File: config.mk
export PLATFORM = sky130hd
export DESIGN_NAME = down_count_controller_flat
export DESIGN_NICKNAME = d
export VERILOG_FILES = /design/src/rtl/down_count_pkg.sv /design/src/rtl/down_count_controller_if.sv /design/src/rtl/down_count_controller_prescaler.sv /design/src/rtl/down_count_controller.sv /design/src/flat_wrapper.sv
export SDC_FILE = /design/constraint.sdc
export NUM_CORES = 1
export LEC_CHECK = 0
export BUFFER_PORTS_ARGS = -buffer_cell sky130_fd_sc_hd__buf_4
export CAP_MARGIN = 40
export CORE_AREA = 2 2 39 41
export DETAILED_ROUTE_END_ITERATION = 6
export DIE_AREA = 0 0 41 43
export GPL_ROUTABILITY_DRIVEN = 0
export SYNTH_ARGS = -nofsm -noshare
export SYNTH_HDL_FRONTEND = slang
export SYNTH_SLANG_ARGS = --single-unit
File: constraint.sdc
create_clock -name clk -period 1.9 [get_ports clk]
set_input_delay 0.38 -clock clk [delete_from_list [all_inputs] [get_ports clk]]
set_output_delay 0.38 -clock clk [all_outputs]
set_load 0.05 [all_outputs]
File: src/rtl/down_count_pkg.sv
// Shared state encoding and width helper for the down-count controller.
package down_count_pkg;

    localparam logic [1:0] STATE_IDLE = 2'd0;
    localparam logic [1:0] STATE_RUN  = 2'd1;
    localparam logic [1:0] STATE_HOLD = 2'd2;
    localparam logic [1:0] STATE_DONE = 2'd3;

    typedef enum logic [1:0] {
        IDLE = STATE_IDLE,
        RUN  = STATE_RUN,
        HOLD = STATE_HOLD,
        DONE = STATE_DONE
    } state_t;

    // Bits needed to hold 0..value-1, never less than one.
    function automatic int unsigned clog2_min1(input int unsigned value);
        int unsigned w = 1;
        while ((32'd1 << w) < value) w++;
        return w;
    endfunction

endpackage

File: src/rtl/down_count_controller_if.sv
// Control/status bundle between the surrounding control logic and the controller.
interface down_count_controller_if #(
    parameter int unsigned WIDTH = 3
) ();
    logic [WIDTH-1:0] load_val;
    logic             start;
    logic             pause;
    logic             abort;
    logic             auto_reload;
    logic [WIDTH-1:0] count;
    logic             busy;
    logic             step;
    logic             done;

    modport master (
        output load_val, start, pause, abort, auto_reload,
        input  count, busy, step, done
    );

    modport slave (
        input  load_val, start, pause, abort, auto_reload,
        output count, busy, step, done
    );
endinterface

File: src/rtl/down_count_controller_prescaler.sv
// Step prescaler: counts enabled clocks and flags the wrap from PRESCALE-1 to 0.
module count_prescaler
    import down_count_pkg::*;
#(
    parameter int unsigned PRESCALE = 1
) (
    input  logic clk,
    input  logic rst,
    input  logic en,
    input  logic clr,
    output logic tick
);
    localparam int unsigned    PW   = clog2_min1(PRESCALE);
    localparam logic [PW-1:0]  LAST = PW'(PRESCALE - 1);

    logic [PW-1:0] r_cnt;
    logic          w_at_last;

    assign w_at_last = (r_cnt == LAST);
    assign tick      = en && w_at_last;

    always_ff @(posedge clk) begin
        if (rst || clr) begin
            r_cnt <= '0;
        end else if (en) begin
            r_cnt <= w_at_last ? '0 : r_cnt + PW'(1);
        end
    end
endmodule

File: src/rtl/down_count_controller.sv
// Supervised countdown: load, decrement every PRESCALE clocks, pulse done at zero.
module down_count_controller
    import down_count_pkg::*;
#(
    parameter int unsigned WIDTH    = 3,
    parameter int unsigned PRESCALE = 1
) (
    input  logic                  clk,
    input  logic                  rst,
    down_count_controller_if.slave bus
);
    state_t           r_state;
    state_t           w_state_nx;
    logic [WIDTH-1:0] r_count;
    logic [WIDTH-1:0] w_count_nx;
    logic             r_busy;
    logic             r_step;
    logic             r_done;
    logic             w_step_nx;
    logic             w_busy_nx;
    logic             w_done_nx;
    logic             w_load_nz;
    logic             w_load_ok;
    logic             w_presc_en;
    logic             w_presc_clr;
    logic             w_tick;

    assign w_load_nz   = (bus.load_val != '0);
    assign w_load_ok   = !bus.abort &&
                         (((r_state == IDLE) && bus.start) ||
                          ((r_state == DONE) && (bus.start || bus.auto_reload)));
    assign w_presc_clr = bus.abort || w_load_ok;
    // Leaving HOLD with pause low counts as a running cycle so each paused cycle costs one clock.
    assign w_presc_en  = !bus.abort && !bus.pause &&
                         ((r_state == RUN) || (r_state == HOLD));

    count_prescaler #(.PRESCALE(PRESCALE)) u_prescaler (
        .clk  (clk),
        .rst  (rst),
        .en   (w_presc_en),
        .clr  (w_presc_clr),
        .tick (w_tick)
    );

    always_comb begin
        w_state_nx = r_state;
        w_count_nx = r_count;
        w_step_nx  = 1'b0;
        if (bus.abort) begin
            w_state_nx = IDLE;
            w_count_nx = '0;
        end else begin
            case (r_state)
                IDLE: begin
                    if (bus.start) begin
                        if (w_load_nz) begin
                            w_count_nx = bus.load_val;
                            w_state_nx = RUN;
                        end else begin
                            w_count_nx = '0;
                            w_state_nx = DONE;
                        end
                    end
                end
                RUN, HOLD: begin
                    if (bus.pause) begin
                        w_state_nx = HOLD;
                    end else begin
                        w_state_nx = RUN;
                        if (w_tick && (r_count != '0)) begin
                            w_count_nx = r_count - WIDTH'(1);
                            w_step_nx  = 1'b1;
                            if (r_count == WIDTH'(1)) w_state_nx = DONE;
                        end
                    end
                end
                DONE: begin
                    w_count_nx = '0;
                    if (bus.start || bus.auto_reload) begin
                        if (w_load_nz) begin
                            w_count_nx = bus.load_val;
                            w_state_nx = RUN;
                        end else begin
                            w_state_nx = DONE;
                        end
                    end else begin
                        w_state_nx = IDLE;
                    end
                end
                default: begin
                    w_state_nx = IDLE;
                    w_count_nx = '0;
                end
            endcase
        end
        w_busy_nx = (w_state_nx == RUN) || (w_state_nx == HOLD);
        w_done_nx = (w_state_nx == DONE);
    end

    always_ff @(posedge clk) begin
        if (rst) begin
            r_state <= IDLE;
            r_count <= '0;
            r_busy  <= 1'b0;
            r_step  <= 1'b0;
            r_done  <= 1'b0;
        end else begin
            r_state <= w_state_nx;
            r_count <= w_count_nx;
            r_busy  <= w_busy_nx;
            r_step  <= w_step_nx;
            r_done  <= w_done_nx;
        end
    end

    assign bus.count = r_count;
    assign bus.busy  = r_busy;
    assign bus.step  = r_step;
    assign bus.done  = r_done;
endmodule

File: src/flat_wrapper.sv
// flat-port wrapper written by rule: the top's interface ports become plain ports
module down_count_controller_flat import down_count_pkg::*;
#(
    parameter int unsigned WIDTH    = 3,
    parameter int unsigned PRESCALE = 1
)
  (clk, rst, bus_load_val, bus_start, bus_pause, bus_abort, bus_auto_reload, bus_count, bus_busy, bus_step, bus_done);
  down_count_controller_if #(.WIDTH(WIDTH)) bus_i ();
  input  logic clk;
  input  logic rst;
  input wire logic [$bits(bus_i.load_val)-1:0] bus_load_val;
  input wire logic [$bits(bus_i.start)-1:0] bus_start;
  input wire logic [$bits(bus_i.pause)-1:0] bus_pause;
  input wire logic [$bits(bus_i.abort)-1:0] bus_abort;
  input wire logic [$bits(bus_i.auto_reload)-1:0] bus_auto_reload;
  output wire logic [$bits(bus_i.count)-1:0] bus_count;
  output wire logic [$bits(bus_i.busy)-1:0] bus_busy;
  output wire logic [$bits(bus_i.step)-1:0] bus_step;
  output wire logic [$bits(bus_i.done)-1:0] bus_done;
  assign bus_i.load_val = bus_load_val;
  assign bus_i.start = bus_start;
  assign bus_i.pause = bus_pause;
  assign bus_i.abort = bus_abort;
  assign bus_i.auto_reload = bus_auto_reload;
  assign bus_count = bus_i.count;
  assign bus_busy = bus_i.busy;
  assign bus_step = bus_i.step;
  assign bus_done = bus_i.done;
  down_count_controller #(.WIDTH(WIDTH), .PRESCALE(PRESCALE)) u_core (.clk(clk), .rst(rst), .bus(bus_i));
endmodule
==> run summary <==
crit end category: flop
Tot GR Track Use: 0.1568
Setup-failing EPs final: 0
CTS resizes: 0
CTS Hold Bufs: 0
fillcell total: 130
area of the multi-input gates: 344.1 µm²
Initial Util: 0.3779
outcome: completed
power per cell area: 694.4 nW/µm²
Final Hold Fails: 0
Storage cell area: 162.7 µm²
Arr. time, crit path: 1.89 ns
distinct cell type count after synthesis: 24
Routed Antenna Nets: 0
Max VDD drop: 0.0004149 V
Max Cap Viol: 0
number of flops mapped to enable cells by yosys: 0
detailed placer's ending HPWL: 866.9 µm
Syn Nets: 75
Inserted Diodes: 0
worst path required time: 2.05 ns
Seq/Total Area, Yosys: 0.3062
period utilization: 0.9197
WL met1: 476 µm
fin util: 0.5000
count of pins over their slew limit: 0
average cell area after synthesis: 8.864 µm²
row cnt: 14
clock-pin slew on the worst setup and hold paths: 0.05 ns
setup TNS: 0 ns
slew margin rel.: 0.7878
kind of critical path: reg2reg
reg2reg start: u_core.r_state[0]
Area Growth Syn to Fin: 32.30%
synthesized area: 523.0 µm²
core area: 1384 µm²
Wirelength per Cell: 11.35 µm
Skew-Pair Late Insertion Delay: 0.26 ns
RSZ-0062 raised after global routing: false
# IOs: 15
clk buf depth: 2
die area: 1763 µm²
Post-CTS Setup Bufs: 0
DR WL met3: 89 µm
WL final: 1067 µm
Worst Setup SP: u_core.r_state[0]
DRT iter0 DRCs: 5
clk sinks: 8
initial antenna violation count: 0
CTS Buf Count: 3
top layer in use: met3
HP Start: rst
Highest Clock Rate: 572.3 MHz
synthesized flop and latch total: 8
Post-synth top flop: dfxtp_1
Die Y: 43 µm
post-DR vias/cell: 5.021
total gr overflow: 0
Net count, final: 96
Post-synth ARST share: 0
number of global-route vias before repair: 474
Period minus WS final: 1.747 ns
routed vias: 472
Met2 Wirelength: 501 µm
H-tree levels: 1
TritonCTS clock tree: yes
Die Width: 41 µm
largest net degree at the start of global routing: 7
Worst Hold Class: in2reg
Syn Inst Count: 59
skew final: 0.009638 ns
DRC viols: 0
clock root cell: clkbuf_4
synth warn: 0
first-pass GRT wire length: 1849 µm
layout cell share with drive strength beyond 1: 0.3333
Setup crit start kind: flop
quantity of I/O buffers inserted on ports: 14
Worst Tran Pin Value: 0.3183 ns
Max FO, Critical Path: 3
Leak: 0.2954 nW
Detailed Routing Iterations Pass 1: 4
## flip-flops by register name (all words and copies together), names as in the netlist
name              flops
u_core.r_state        2
u_core.bus.busy       1
u_core.bus.done       1
u_core.bus.count      3
u_core.bus.step       1
## worst max-delay path, stage by stage, from the launching register on
cell and delay [ns]:
dfxtp_1 0.35, inv_1 0.07, ha_1 0.31, nor2b_1 0.15
o32ai_1 0.29, nor2_1 0.08, ha_1 0.28, nor2b_1 0.12
## per-layer routing
layer	track usage	vias up
met1	0.1806	209
met3	0.09424	0
met2	0.2469	15
li1	-	248
met4	0.02000	0
met5	0	-
## cell usage after synthesis, drive strengths merged (2+ instances only)
library cell / n / area, µm²
a21oi: 5 / 28.78
dfxtp: 8 / 160.2
ha: 7 / 87.58
inv: 4 / 15.01
nand2: 2 / 7.510
nand2b: 3 / 21.27
nor2: 7 / 26.28
nor2b: 4 / 25.02
nor3b: 4 / 30.03
o21ai: 3 / 15.01
## placed cells by master, fill, tap and decap left out, types with 2 or more instances in the layout
cell	n
nor3b_1	4
nand2_1	2
buf_4	17
clkbuf_4	3
nor2b_1	4
nor2_1	7
nand2b_1	2
inv_1	4
dfxtp_1	6
a21oi_1	4
dfxtp_2	2
ha_1	7
o21ai_0	3
## area by class of cell
type	count	area share
repair buffers	17	0.1844
clock buffers	3	0.03255
flip-flops and latches	8	0.2351
inverters	4	0.02170
multi-input cells	46	0.4973
well taps	16	0.02893
## report_power, final
part	switching (W)	internal (W)	total, W
registers	0.00000707	0.000179	0.000186
logic	0.0000889	0.0000721	0.000161
clock network	0.0000609	0.0000725	0.000133
## final timing paths
check	end	slack [ns]	cells after the start
setup reg to reg	u_core.bus.busy	0.15	7
hold / removal	u_core.bus.busy	0.29	2
setup / recovery	u_core.bus.busy	0.15	7
hold reg to reg	u_core.bus.count[1]	0.50	2
## stage by stage
step	instances	power [W]	hold WS [ns]	instance area [µm²]	setup slack, ns
6_report	94	0.0004805	0.2909	691.9	0.1526
5_1_grt	94	0.0005182	0.2862	691.9	0.004310
4_1_cts	94	0.0004865	0.2830	691.9	0.1391
3_5_place_dp	91	0.0003523	0.5005	669.4	0.1458
3_3_place_gp	91	0.0003528	0.4960	669.4	0.1437
2_1_floorplan	59	0.0002987	0.4516	525.5	0.07748
## kinds of logic (layout without fill, tap and decap cells)
family                   Yosys count  count (layout)  synth area share
AO/OA/AOI/OAI                     14              14            0.2081
XOR/XNOR                           1               1           0.01675
adder cells (fa/ha/maj)            7               7            0.1675
buffers and inverters              5              24           0.03587
flip-flops                         8               8            0.3062
AND/OR/NAND/NOR                   24              24            0.2656
(Power assumes the default switching activity.)
